### src/rtl/pixel_row_receiver.sv
`default_nettype none
// ============================================================================
// Module   : pixel_row_receiver
// Purpose  : Receive side of the pixel output bus. Collects BUS_PIXELS-wide
//            beats, reassembles them into a ROW_PIXELS-wide sensor row and
//            hands each row downstream through a valid/ready holding
//            register, tracking the row index within a frame.
// Ports    : clk, reset           - clock, asynchronous active-high reset
//            bus_valid, bus_data  - incoming beat qualifier and payload
//            row_ready            - consumer accepts the held row
//            clear_err            - clears the sticky error flags
//            row_valid, row_data  - held row and its qualifier
//            row_index            - frame row number of the held row
//            frame_done           - one-cycle pulse when the last row of a
//                                   frame completes (delivered or dropped)
//            overrun_err          - sticky: a completed row was dropped
//            short_row_err        - sticky: bus_valid fell mid-row
//            row_sum              - (PIXEL_ROW_CHECKSUM_EN only) sum of the
//                                   held row's pixels
// Options  : `define PIXEL_ROW_CHECKSUM_EN adds the row_sum output and its
//            beat-by-beat accumulator.
// Revision : 1.0 - initial release
// ============================================================================
module pixel_row_receiver #(
    parameter int ROW_PIXELS = 8,
    parameter int BUS_PIXELS = 2,
    parameter int PIXEL_BITS = 8,
    parameter int ROWS       = 4
) (
    input  logic                                clk,
    input  logic                                reset,
    input  logic                                bus_valid,
    input  logic [BUS_PIXELS*PIXEL_BITS-1:0]    bus_data,
    input  logic                                row_ready,
    input  logic                                clear_err,
    output logic                                row_valid,
    output logic [ROW_PIXELS*PIXEL_BITS-1:0]    row_data,
    output logic [$clog2(ROWS)-1:0]             row_index,
    output logic                                frame_done,
    output logic                                overrun_err,
    output logic                                short_row_err
`ifdef PIXEL_ROW_CHECKSUM_EN
    ,
    output logic [PIXEL_BITS+$clog2(ROW_PIXELS)-1:0] row_sum
`endif
);

    localparam int c_BEATS     = ROW_PIXELS / BUS_PIXELS;
    localparam int c_BEAT_W    = (c_BEATS > 1) ? $clog2(c_BEATS) : 1;
    localparam int c_BEAT_BITS = BUS_PIXELS * PIXEL_BITS;
    localparam int c_ROW_BITS  = ROW_PIXELS * PIXEL_BITS;
    localparam int c_IDX_W     = $clog2(ROWS);

    localparam logic [c_BEAT_W-1:0] c_LAST_BEAT = c_BEAT_W'(c_BEATS - 1);
    localparam logic [c_IDX_W-1:0]  c_LAST_ROW  = c_IDX_W'(ROWS - 1);

    localparam logic [0:0] c_ST_IDLE = 1'b0;
    localparam logic [0:0] c_ST_RECV = 1'b1;

    // ------------------------------------------------------------------------
    // Elaboration-time parameter checks
    // ------------------------------------------------------------------------
    generate
        if (ROW_PIXELS % BUS_PIXELS != 0) begin : g_bad_bus_width
            $error("pixel_row_receiver: ROW_PIXELS must be a multiple of BUS_PIXELS");
        end
        if (ROWS < 2) begin : g_bad_rows
            $error("pixel_row_receiver: ROWS must be at least 2");
        end
    endgenerate

    // ------------------------------------------------------------------------
    // Registers and wires
    // ------------------------------------------------------------------------
    logic [0:0]            r_state;
    logic [0:0]            w_state_next;
    logic [c_BEAT_W-1:0]   r_beat_cnt;
    logic [c_BEAT_W-1:0]   w_beat_cnt_next;
    logic [c_BEAT_W-1:0]   w_beat_idx;
    logic [c_IDX_W-1:0]    r_row_cnt;
    logic [c_IDX_W-1:0]    w_row_cnt_next;
    logic [c_ROW_BITS-1:0] r_asm;
    logic [c_ROW_BITS-1:0] w_asm_row;

    logic                  w_capture;
    logic                  w_row_complete;
    logic                  w_short_row;
    logic                  w_load;
    logic                  w_overrun;

    logic                  r_row_valid;
    logic [c_ROW_BITS-1:0] r_row_data;
    logic [c_IDX_W-1:0]    r_row_index;
    logic                  r_frame_done;
    logic                  r_overrun_err;
    logic                  r_short_row_err;

    // ------------------------------------------------------------------------
    // Beat-collection FSM: state register
    // ------------------------------------------------------------------------
    always_ff @(posedge clk or posedge reset) begin
        if (reset) begin
            r_state    <= c_ST_IDLE;
            r_beat_cnt <= '0;
        end else begin
            r_state    <= w_state_next;
            r_beat_cnt <= w_beat_cnt_next;
        end
    end

    // ------------------------------------------------------------------------
    // Beat-collection FSM: next state and control strobes
    // ------------------------------------------------------------------------
    always_comb begin
        w_state_next    = r_state;
        w_beat_cnt_next = r_beat_cnt;
        w_capture       = 1'b0;
        w_row_complete  = 1'b0;
        w_short_row     = 1'b0;
        case (r_state)
            c_ST_IDLE: begin
                if (bus_valid) begin
                    w_capture = 1'b1;
                    if (c_BEATS == 1) begin
                        // Single-beat rows finish on their only beat.
                        w_row_complete  = 1'b1;
                        w_beat_cnt_next = '0;
                    end else begin
                        w_beat_cnt_next = c_BEAT_W'(1);
                        w_state_next    = c_ST_RECV;
                    end
                end
            end
            c_ST_RECV: begin
                if (bus_valid) begin
                    w_capture = 1'b1;
                    if (r_beat_cnt == c_LAST_BEAT) begin
                        w_row_complete  = 1'b1;
                        w_beat_cnt_next = '0;
                        w_state_next    = c_ST_IDLE;
                    end else begin
                        w_beat_cnt_next = r_beat_cnt + c_BEAT_W'(1);
                    end
                end else begin
                    // The transmitter never pauses inside a row, so a gap
                    // means the row is broken; drop it and resynchronise.
                    w_short_row     = 1'b1;
                    w_beat_cnt_next = '0;
                    w_state_next    = c_ST_IDLE;
                end
            end
            default: begin
                w_beat_cnt_next = '0;
                w_state_next    = c_ST_IDLE;
            end
        endcase
    end

    // Beat slot being written this cycle; IDLE always starts a new row.
    assign w_beat_idx = (r_state == c_ST_IDLE) ? '0 : r_beat_cnt;

    // ------------------------------------------------------------------------
    // Row assembly: the assembly register merged with the current beat, so a
    // completed row can go straight into the holding register.
    // ------------------------------------------------------------------------
    always_comb begin
        w_asm_row = r_asm;
        for (int b = 0; b < c_BEATS; b++) begin
            if (w_beat_idx == c_BEAT_W'(b)) begin
                w_asm_row[b*c_BEAT_BITS +: c_BEAT_BITS] = bus_data;
            end
        end
    end

    always_ff @(posedge clk or posedge reset) begin
        if (reset) begin
            r_asm <= '0;
        end else if (w_capture) begin
            r_asm <= w_asm_row;
        end
    end

    // ------------------------------------------------------------------------
    // Holding register and frame row counter
    // ------------------------------------------------------------------------
    // The holding register accepts a new row if empty or emptied at this edge.
    assign w_load    = w_row_complete && (!r_row_valid || row_ready);
    assign w_overrun = w_row_complete && r_row_valid && !row_ready;

    assign w_row_cnt_next = (r_row_cnt == c_LAST_ROW) ? '0 : r_row_cnt + c_IDX_W'(1);

    always_ff @(posedge clk or posedge reset) begin
        if (reset) begin
            r_row_valid  <= 1'b0;
            r_row_data   <= '0;
            r_row_index  <= '0;
            r_row_cnt    <= '0;
            r_frame_done <= 1'b0;
        end else begin
            if (w_load) begin
                r_row_valid <= 1'b1;
                r_row_data  <= w_asm_row;
                r_row_index <= r_row_cnt;
            end else if (r_row_valid && row_ready) begin
                r_row_valid <= 1'b0;
            end
            // Dropped rows still consume a row number so the frame stays
            // aligned with the sensor.
            if (w_row_complete) begin
                r_row_cnt <= w_row_cnt_next;
            end
            r_frame_done <= w_row_complete && (r_row_cnt == c_LAST_ROW);
        end
    end

    // ------------------------------------------------------------------------
    // Sticky error flags; a new event wins over a simultaneous clear.
    // ------------------------------------------------------------------------
    always_ff @(posedge clk or posedge reset) begin
        if (reset) begin
            r_overrun_err   <= 1'b0;
            r_short_row_err <= 1'b0;
        end else begin
            if (w_overrun) begin
                r_overrun_err <= 1'b1;
            end else if (clear_err) begin
                r_overrun_err <= 1'b0;
            end
            if (w_short_row) begin
                r_short_row_err <= 1'b1;
            end else if (clear_err) begin
                r_short_row_err <= 1'b0;
            end
        end
    end

    assign row_valid     = r_row_valid;
    assign row_data      = r_row_data;
    assign row_index     = r_row_index;
    assign frame_done    = r_frame_done;
    assign overrun_err   = r_overrun_err;
    assign short_row_err = r_short_row_err;

`ifdef PIXEL_ROW_CHECKSUM_EN
    // ------------------------------------------------------------------------
    // Row checksum, accumulated one beat at a time alongside assembly.
    // ------------------------------------------------------------------------
    localparam int c_SUM_W = PIXEL_BITS + $clog2(ROW_PIXELS);

    logic [c_SUM_W-1:0] r_asm_sum;
    logic [c_SUM_W-1:0] w_beat_sum;
    logic [c_SUM_W-1:0] w_row_sum_next;
    logic [c_SUM_W-1:0] r_row_sum;

    always_comb begin
        w_beat_sum = '0;
        for (int k = 0; k < BUS_PIXELS; k++) begin
            w_beat_sum = w_beat_sum + c_SUM_W'(bus_data[k*PIXEL_BITS +: PIXEL_BITS]);
        end
    end

    // Beat 0 restarts the sum, discarding any residue of a broken row.
    assign w_row_sum_next = ((w_beat_idx == '0) ? '0 : r_asm_sum) + w_beat_sum;

    always_ff @(posedge clk or posedge reset) begin
        if (reset) begin
            r_asm_sum <= '0;
            r_row_sum <= '0;
        end else begin
            if (w_capture) begin
                r_asm_sum <= w_row_sum_next;
            end
            if (w_load) begin
                r_row_sum <= w_row_sum_next;
            end
        end
    end

    assign row_sum = r_row_sum;
`endif

endmodule
`default_nettype wire

### config.mk
export PLATFORM = sky130hd
export DESIGN_NAME = pixel_row_receiver
export DESIGN_NICKNAME = d
export VERILOG_FILES = /design/src/rtl/pixel_row_receiver.sv
export SDC_FILE = /design/constraint.sdc
export NUM_CORES = 1
export LEC_CHECK = 0
export BUFFER_PORTS_ARGS = -buffer_cell sky130_fd_sc_hd__buf_2
export CAP_MARGIN = 20
export CORE_ASPECT_RATIO = 0.7
export CORE_MARGIN = 2
export CORE_UTILIZATION = 61
export DETAILED_ROUTE_END_ITERATION = 10
export GPL_TIMING_DRIVEN = 0
export PLACE_DENSITY = 0.84
export SLEW_MARGIN = 20
export SYNTH_ARGS = -nofsm -noshare
export SYNTH_HDL_FRONTEND = slang
export SYNTH_SLANG_ARGS = --single-unit
### constraint.sdc
create_clock -name clk -period 10.7 [get_ports clk]
set_input_delay 1.605 -clock clk [delete_from_list [all_inputs] [get_ports clk]]
set_output_delay 1.605 -clock clk [all_outputs]
set_load 0.02 [all_outputs]
==> out/results.txt, run 1 <==
Global-route wire length before repair: 19500 um
Overflow after GRT: 0
RSZ-0062 raised after global routing: no
N_diodes: 0
Layout cells sized above 1: 0.675
Synth warnings: 0
# rows: 30
Fmax achieved: 0.356 GHz
Combinational power share: 0.313
Largest net degree at the start of global routing: 86
DRT antenna net count: 0
Clock power share: 0.266
CP most frequent cell: buf_4
TritonRoute pass-1 iters: 4
Max incr delay on CP: 0.36 ns
CTS tree: yes
Layout Nets: 515
Syn_nets: 406
Distinct cell type count after synthesis: 26
CP max FO: 10
Final WS setup: 7.89 ns
Initial antenna violation count: 0
CORE AREA: 0.00972 sq mm
Worst-Skew Late Latency: 0.41 ns
Int Power: 1380 uW
Postcts setup bufs: 0
Cts hold-fix bufs: 0
Crit. End Element: register
Initial Util: 0.628
Final Cycle Share: 0.262
Clock Path Buffers: 2
Root buf cell: clkbuf_16
Port bufs: 89
Avg Vias per Cell: 5.67
Worst Max-Slew Pin Slew: 0.411 ns
Clk sinks: 139
Max-cap viol count: 0
Die W: 124 um
Worst endpoint required time: 10.99 ns
Leakage power total: 0.00357 uW
Avg Synthesized Cell Area: 15.9 sq um
CTS Buf Count: 17
Cell family with most CP delay: buffers and inverters
Fill cells: 588
Initial drt markers: 172
Routability cong.: 0.759
Total GRT Usage: 0.245
WL final: 12300 um
Peak VDD IR: 0.165 mV
Switch share: 0.304
Yosys reg bits: 139
Final Hold Fails: 0
Sequential area share after synthesis: 0.570
Clock slew at the register clock pins of the worst setup and hold paths: 0.05 ns
Num ports: 91
Critical Path Source Type: input port
Synthesized instance count: 383
DP Wirelength: 8200 um
Post-layout minimum cycle time: 2.81 ns
Cell Chain, Critical Path: buf_4 -> nand3_1 -> nor2b_2 -> buf_4 -> buf_6 -> mux2_2
Htree depth: 4
DP Worst Slack: 7.48 ns
CTS resizes: 0
Via Count: 3568
Slew Viols, Final: 0
Die Y: 87.7 um
Reg power frac: 0.420
Outcome: finished, final reports clean
Max-slew headroom: 0.726
Post-synthesis cell area: 0.00610 sq mm
Pwr/cell area: 273 mW/mm^2
Remaining DRCs: 0
Vias in the first global route: 3760
Final TNS setup: 0 ns
CP arrival: 3.09 ns
Critical path class: input port to register
Setup violations, final: 0
Mean routed wirelength per cell: 19.5 um
Final Skew: 0.00482 ns
Area growth syn-to-layout: 19.2%
Hold crit path type: register to register
Die Area: 0.0108 sq mm
Worst Path Buf+Inv: 3
Worst path slowest cell: mux2_2
Sw Pwr: 604 uW
==> final cells by class <==
class / instances / area, sq um / area share
flip-flops and latches: 139 / 3480 / 0.478
multi-input cells: 220 / 2440 / 0.336
clock buffers: 26 / 519 / 0.0714
repair buffers: 90 / 473 / 0.0650
plain buffers: 19 / 163 / 0.0224
well taps: 128 / 160 / 0.0220
inverters: 5 / 26.3 / 0.00361
clock inverters: 2 / 10.0 / 0.00138
==> final timing paths <==
check / to / from / slack, ns / cells after the start
setup / recovery: row_data[35] / bus_valid / 7.89 / 6
hold / removal: row_index[1] / row_index[1] / 0.50 / 1
setup reg to reg: row_data[35] / r_beat_cnt[0] / 8.66 / 6
hold reg to reg: row_index[1] / row_index[1] / 0.50 / 1
max in group asynchronous: row_data[38] / reset / 8.78 / 3
min in group asynchronous: row_index[0] / reset / 1.20 / 2
==> kinds of logic after synthesis <==
group,share of synthesized area
muxes,0.362
AOI/OAI and AO/OA,0.0100
DFF,0.570
adders and majority gates,0.00410
and+or+nand+nor,0.0242
buffers and inverters,0.0297
==> Yosys cell counts <==
| cell | number | area (sq um) |
|---|---|---|
| nor2_1 | 1 | 3.75 |
| inv_1 | 5 | 18.8 |
| dfrtp_1 | 139 | 3480 |
| ha_1 | 2 | 25.0 |
| nand2_2 | 1 | 6.26 |
| buf_6 | 10 | 113 |
| mux2_2 | 190 | 2140 |
| mux2_4 | 4 | 60.1 |
| nand2_1 | 2 | 7.51 |
| nand2b_1 | 1 | 6.26 |
| buf_2 | 7 | 35.0 |
| nor3_1 | 1 | 5.00 |
| o21a_1 | 1 | 7.51 |
| a21boi_0 | 1 | 7.51 |
| nor2b_2 | 1 | 8.76 |
| buf_4 | 2 | 15.0 |
| mux2_1 | 1 | 11.3 |
| o22ai_1 | 2 | 12.5 |
| nand4b_2 | 2 | 30.0 |
| o21ai_4 | 1 | 16.3 |
| o21ai_0 | 2 | 10.0 |
| nand3_1 | 2 | 10.0 |
| a21o_1 | 1 | 7.51 |
| nand3b_4 | 2 | 40.0 |
| nand3_4 | 1 | 17.5 |
| nand4_2 | 1 | 12.5 |
==> per-stage QoR <==
step / std cells / power, uW / instance area (sq um) / utilization / hold slack (ns)
2_1_floorplan: 383 / 1270 / 6100 / - / 0.472
3_3_place_gp: 600 / 1420 / 6710 / 0.690 / 0.481
3_5_place_dp: 601 / 1460 / 6750 / 0.694 / 0.488
4_1_cts: 629 / 2000 / 7270 / 0.748 / 0.500
5_1_grt: 629 / 2080 / 7270 / 0.748 / 0.509
6_report: 629 / 1980 / 7270 / 0.748 / 0.497
==> placed cells by master, fill, tap and decap left out, types with 2 or more instances in the layout <==
master / n
buf_2: 96
dfrtp_1: 139
clkbuf_8: 6
o22ai_1: 2
buf_4: 2
nand4b_2: 2
clkbuf_16: 17
nand3b_4: 2
clkinv_2: 2
nand3_1: 2
inv_1: 4
mux2_2: 190
clkbuf_1: 3
ha_1: 2
buf_6: 10
nand2_1: 2
o21ai_0: 2
mux2_4: 4
==> power groups by stage <==
stage	Combinational [uW]	Sequential, uW	Clock [uW]
2_1_floorplan	335	934	0
3_3_place_gp	598	824	0
3_5_place_dp	623	839	0
4_1_cts	630	834	534
5_1_grt	669	856	558
6_report	622	834	528
==> routing by layer <==
layer | vias to the layer above | global-route usage | wire (um)
met5 | - | 0 | 0
met4 | 0 | 0.0888 | 125
met3 | 10 | 0.0658 | 540
met2 | 80 | 0.381 | 5890
met1 | 1858 | 0.337 | 5730
li1 | 1620 | - | -
==> flip-flops by register name, indices dropped and copies added, names as in the netlist <==
name and flops:
r_asm 64, row_data 64, r_beat_cnt 2, r_row_cnt 2
row_index 2, frame_done 1, overrun_err 1, r_state 1
row_valid 1, short_row_err 1
(Power assumes the default switching activity.)
==> run 2, diff against run 1 <==
CORE_UTILIZATION = 51   (was 61)
PLACE_DENSITY = 0.74   (was 0.84)
clock period = 2.3 ns   (was 10.7 ns; I/O delays follow)
==> out/results.txt, run 2 (same netlist as run 1, synthesis figures left out) <==
WL final: 12200 um
CTS Buf Count: 17
Hold Path End: short_row_err
RSZ-0062 raised after global routing: no
DP Wirelength: 8330 um
Outcome: finished, final reports clean
Worst path slowest cell: dfrtp_1
Worst hold start: clear_err
Cell Chain, Critical Path: ha_1 -> nand3_1 -> nor2b_2 -> buf_4 -> buf_6 -> mux2_2
Most common cell after layout, fill and taps aside: mux2_2
Hold WS: 0.137 ns
CP arrival: 2.26 ns
Die Area: 0.0129 sq mm
Peak VDD IR: 0.700 mV
Largest net degree at the start of global routing: 36
Hold depth: 2
Die W: 135 um
Total GRT Usage: 0.210
Die Y: 95.5 um
Clk sinks: 139
Num ports: 91
Initial Util: 0.522
Max incr delay on CP: 0.37 ns
Clock slew at the register clock pins of the worst setup and hold paths: 0.06 ns
Max-slew headroom: 0.670
Critical Path Source Type: register
Fill cells: 859
Root buf cell: clkbuf_16
Vias in the first global route: 3680
Area growth syn-to-layout: 22.8%
TritonRoute pass-1 iters: 4
Worst reg2reg endpoint: row_data[10]
Via Count: 3509
CORE AREA: 0.0117 sq mm
Final Cycle Share: 0.857
Mean routed wirelength per cell: 18.3 um
Layout cells sized above 1: 0.674
Remaining DRCs: 0
Crit. End Element: register
CP max FO: 10
Final Hold Fails: 0
DP Worst Slack: 0.316 ns
Post-layout minimum cycle time: 1.97 ns
Htree depth: 4
Port bufs: 89
Avg Vias per Cell: 5.27
Leakage power total: 0.00364 uW
Most frequent cells in the layout: mux2_2, dfrtp_1, buf_2
Critical path class: register to register
# rows: 33
N_diodes: 0
Setup violations, final: 0
Layout Nets: 519
Global-route wire length before repair: 20000 um
Overflow after GRT: 0
Final Skew: 0.00847 ns
CTS tree: yes
Slew Viols, Final: 0
Clock Path Buffers: 2
Postcts setup bufs: 0
DRT antenna net count: 0
Worst endpoint required time: 2.59 ns
Fmax achieved: 0.507 GHz
Routability cong.: 0.746
Worst Max-Slew Pin Slew: 0.493 ns
R2r worst-path depth: 6
Hold crit path type: input port to register
Worst-Skew Late Latency: 0.41 ns
R2R setup slack: 0.33 ns
Initial drt markers: 158
Reg-to-reg startpoint: r_beat_cnt[1]
Max-cap viol count: 0
Initial antenna violation count: 0
Pwr/cell area: 1300 mW/mm^2
Final WS setup: 0.329 ns
==> run 2: cell types whose count changed in the layout (fill, tap and decap cells not counted) <==
cell	change
buf_12	+3
bufinv_16	+5
clkbuf_1	+2
clkbuf_8	-3
clkinvlp_4	+1
dlygate4sd3_1	+1
inv_8	-1
==> run 2: worst max path at each step <==
stage                         to           from  depth (start not counted)
floorplan             frame_done          reset                          1
global placement    row_data[18]          reset                          2
detailed placement  row_data[38]  r_beat_cnt[1]                          6
CTS                 row_data[10]  r_beat_cnt[1]                          6
global route        row_data[13]  r_beat_cnt[1]                          6
finish              row_data[10]  r_beat_cnt[1]                          6
==> run 2: per-stage QoR <==
step                      cell area [sq um]  setup TNS, ns  total power, uW  utilization  std cells
final                                  7490              0             9740        0.641        666
after global routing                   7490              0            10300        0.641        666
after detailed placement               6840              0             6810        0.585        633
after CTS                              7490              0             9850        0.641        666
after floorplan                        6110              0             5910            -        383
after global placement                 6750         -79.65             6660        0.578        629
==> run 2: area by class of cell <==
class,count,area (sq um),area share
multi-input cells,220,2440,0.326
repair buffers,94,543,0.0725
clock buffers,25,485,0.0648
flip-flops and latches,139,3480,0.464
inverters,5,22.5,0.00301
plain buffers,19,163,0.0217
well taps,157,196,0.0262
clock inverters,7,160,0.0214
==> run 2: routing by layer <==
metal	vias to the layer above	global-route usage	wire length, um	share of wire
li1	1618	-	-	-
met1	1816	0.293	5960	0.49
met2	65	0.322	5560	0.46
met3	10	0.0617	581	0.048
met4	0	0.0605	112	0.0092
met5	-	0	0	0
==> run 2: what timing repair did <==
action | 4_1_cts | 5_1_grt
gates resized for setup | 0 | 0
hold buffers | 1 | 0
hold endpoints to repair | 15 | 0
==> run 2: critical path, delay by kind of cell (launching register included) <==
| kind | cells | cell delay (ns) |
|---|---|---|
| adders and majority gates | 1 | 0.19 |
| buffers and inverters | 2 | 0.45 |
| muxes | 1 | 0.35 |
| and+or+nand+nor | 2 | 0.50 |
| DFF | 1 | 0.37 |
==> run 2: power breakdown <==
group | total [uW] | switching [uW] | internal [uW]
logic | 2890 | 1380 | 1520
clock network | 2980 | 971 | 2010
registers | 3870 | 474 | 3390
==> run 3, diff against run 2 <==
CTS_BUF_LIST = sky130_fd_sc_hd__clkbuf_8 sky130_fd_sc_hd__clkbuf_16   (was unset)
==> out/results.txt, run 3 (same netlist as run 1, synthesis figures left out) <==
Outcome: finished, final reports clean
CP arrival: 2.26 ns
Worst Max-Slew Pin Slew: 0.493 ns
WL final: 12200 um
CORE AREA: 0.0117 sq mm
Peak VDD IR: 0.690 mV
DRT antenna net count: 0
Crit. End Element: register
R2R setup slack: 0.33 ns
Combinational power share: 0.298
Most frequent cells in the layout: mux2_2, dfrtp_1, buf_2
Sw Pwr: 2830 uW
CTS Buf Count: 17
Max-cap viol count: 0
Int Power: 6890 uW
Setup violations, final: 0
Fill cells: 859
CTS tree: yes
Via Count: 3516
Root buf cell: clkbuf_16
Largest net degree at the start of global routing: 36
CP max FO: 10
Cells after DPL: 633
Die Y: 95.5 um
Final Cycle Share: 0.856
Num ports: 91
# rows: 33
Htree depth: 4
CTS resizes: 0
Clk sinks: 139
TritonRoute pass-1 iters: 4
RSZ-0062 raised after global routing: no
Final Hold Fails: 0
Leakage power total: 0.00367 uW
Die W: 135 um
Initial antenna violation count: 0
Postcts setup bufs: 0
Hold crit path type: input port to register
Slew Viols, Final: 0
Layout Nets: 519
Port bufs: 89
Clock slew at the register clock pins of the worst setup and hold paths: 0.06 ns
Reg power frac: 0.397
Overflow after GRT: 0
N_diodes: 0
Hold WS: 0.137 ns
Area growth syn-to-layout: 22.8%
Max-slew headroom: 0.670
Most common cell after layout, fill and taps aside: mux2_2
Critical Path Source Type: register
Fmax achieved: 0.508 GHz
Final Skew: 0.00959 ns
Initial Util: 0.522
Routability cong.: 0.746
Worst endpoint required time: 2.59 ns
Global-route wire length before repair: 20000 um
Clock Path Buffers: 2
Avg Vias per Cell: 5.28
Clock power share: 0.305
Critical path class: register to register
Pwr/cell area: 1300 mW/mm^2
Total GRT Usage: 0.210
Initial drt markers: 159
Remaining DRCs: 0
Die Area: 0.0129 sq mm
Switch share: 0.291
DP Wirelength: 8330 um
Vias in the first global route: 3680
Post-layout minimum cycle time: 1.97 ns
Worst-Skew Late Latency: 0.41 ns
Cts hold-fix bufs: 1
Finished Layout Cells: 666
Layout cells sized above 1: 0.674
Mean routed wirelength per cell: 18.4 um
==> run 3: through the flow <==
step | TNS, ns | setup slack, ns | cell area (sq um) | utilization | power (uW)
6_report | 0 | 0.330 | 7490 | 0.641 | 9720
5_1_grt | 0 | 0.177 | 7490 | 0.641 | 10300
4_1_cts | 0 | 0.288 | 7490 | 0.641 | 9820
3_5_place_dp | 0 | 0.316 | 6840 | 0.585 | 6810
3_3_place_gp | -79.65 | -0.583 | 6750 | 0.578 | 6660
2_1_floorplan | 0 | 0.220 | 6110 | - | 5910
==> run 3: path summary, 6_finish.rpt <==
kind | startpoint | depth (start not counted) | endpoint
max | r_beat_cnt[1] | 6 | row_data[10]
min | clear_err | 2 | short_row_err
min in group asynchronous | reset | 3 | row_data[45]
min reg2reg | row_data[45] | 1 | row_data[45]
max reg2reg | r_beat_cnt[1] | 6 | row_data[10]
max in group asynchronous | reset | 5 | row_data[8]
==> run 3: power groups by stage <==
stage	Combinational, uW	Clock (uW)	Sequential (uW)
final	2890	2960	3860
after floorplan	1560	0	4350
after CTS	2940	3010	3870
after detailed placement	2920	0	3890
after global placement	2820	0	3830
after global routing	3140	3130	3990
==> run 3: per-layer routing <==
layer  vias to the layer above  GRT usage  share of wire
met5                         -          0              0
met4                         0     0.0605         0.0092
met3                        10     0.0617          0.051
met2                        70      0.322           0.45
met1                      1817      0.293           0.48
li1                       1619          -              -
==> run 3: final cells by class <==
class | count | area, sq um | share of cell area
flip-flops and latches | 139 | 3480 | 0.464
multi-input cells | 220 | 2440 | 0.326
repair buffers | 94 | 543 | 0.0725
clock buffers | 20 | 467 | 0.0623
well taps | 157 | 196 | 0.0262
clock inverters | 12 | 179 | 0.0239
plain buffers | 19 | 163 | 0.0217
inverters | 5 | 22.5 | 0.00301
==> run 3: worst max-delay path, cell delays in order (launching register included) <==
cell	delay (ns)
dfrtp_1	0.37
ha_1	0.19
nand3_1	0.25
nor2b_2	0.25
buf_4	0.24
buf_6	0.21
mux2_2	0.35
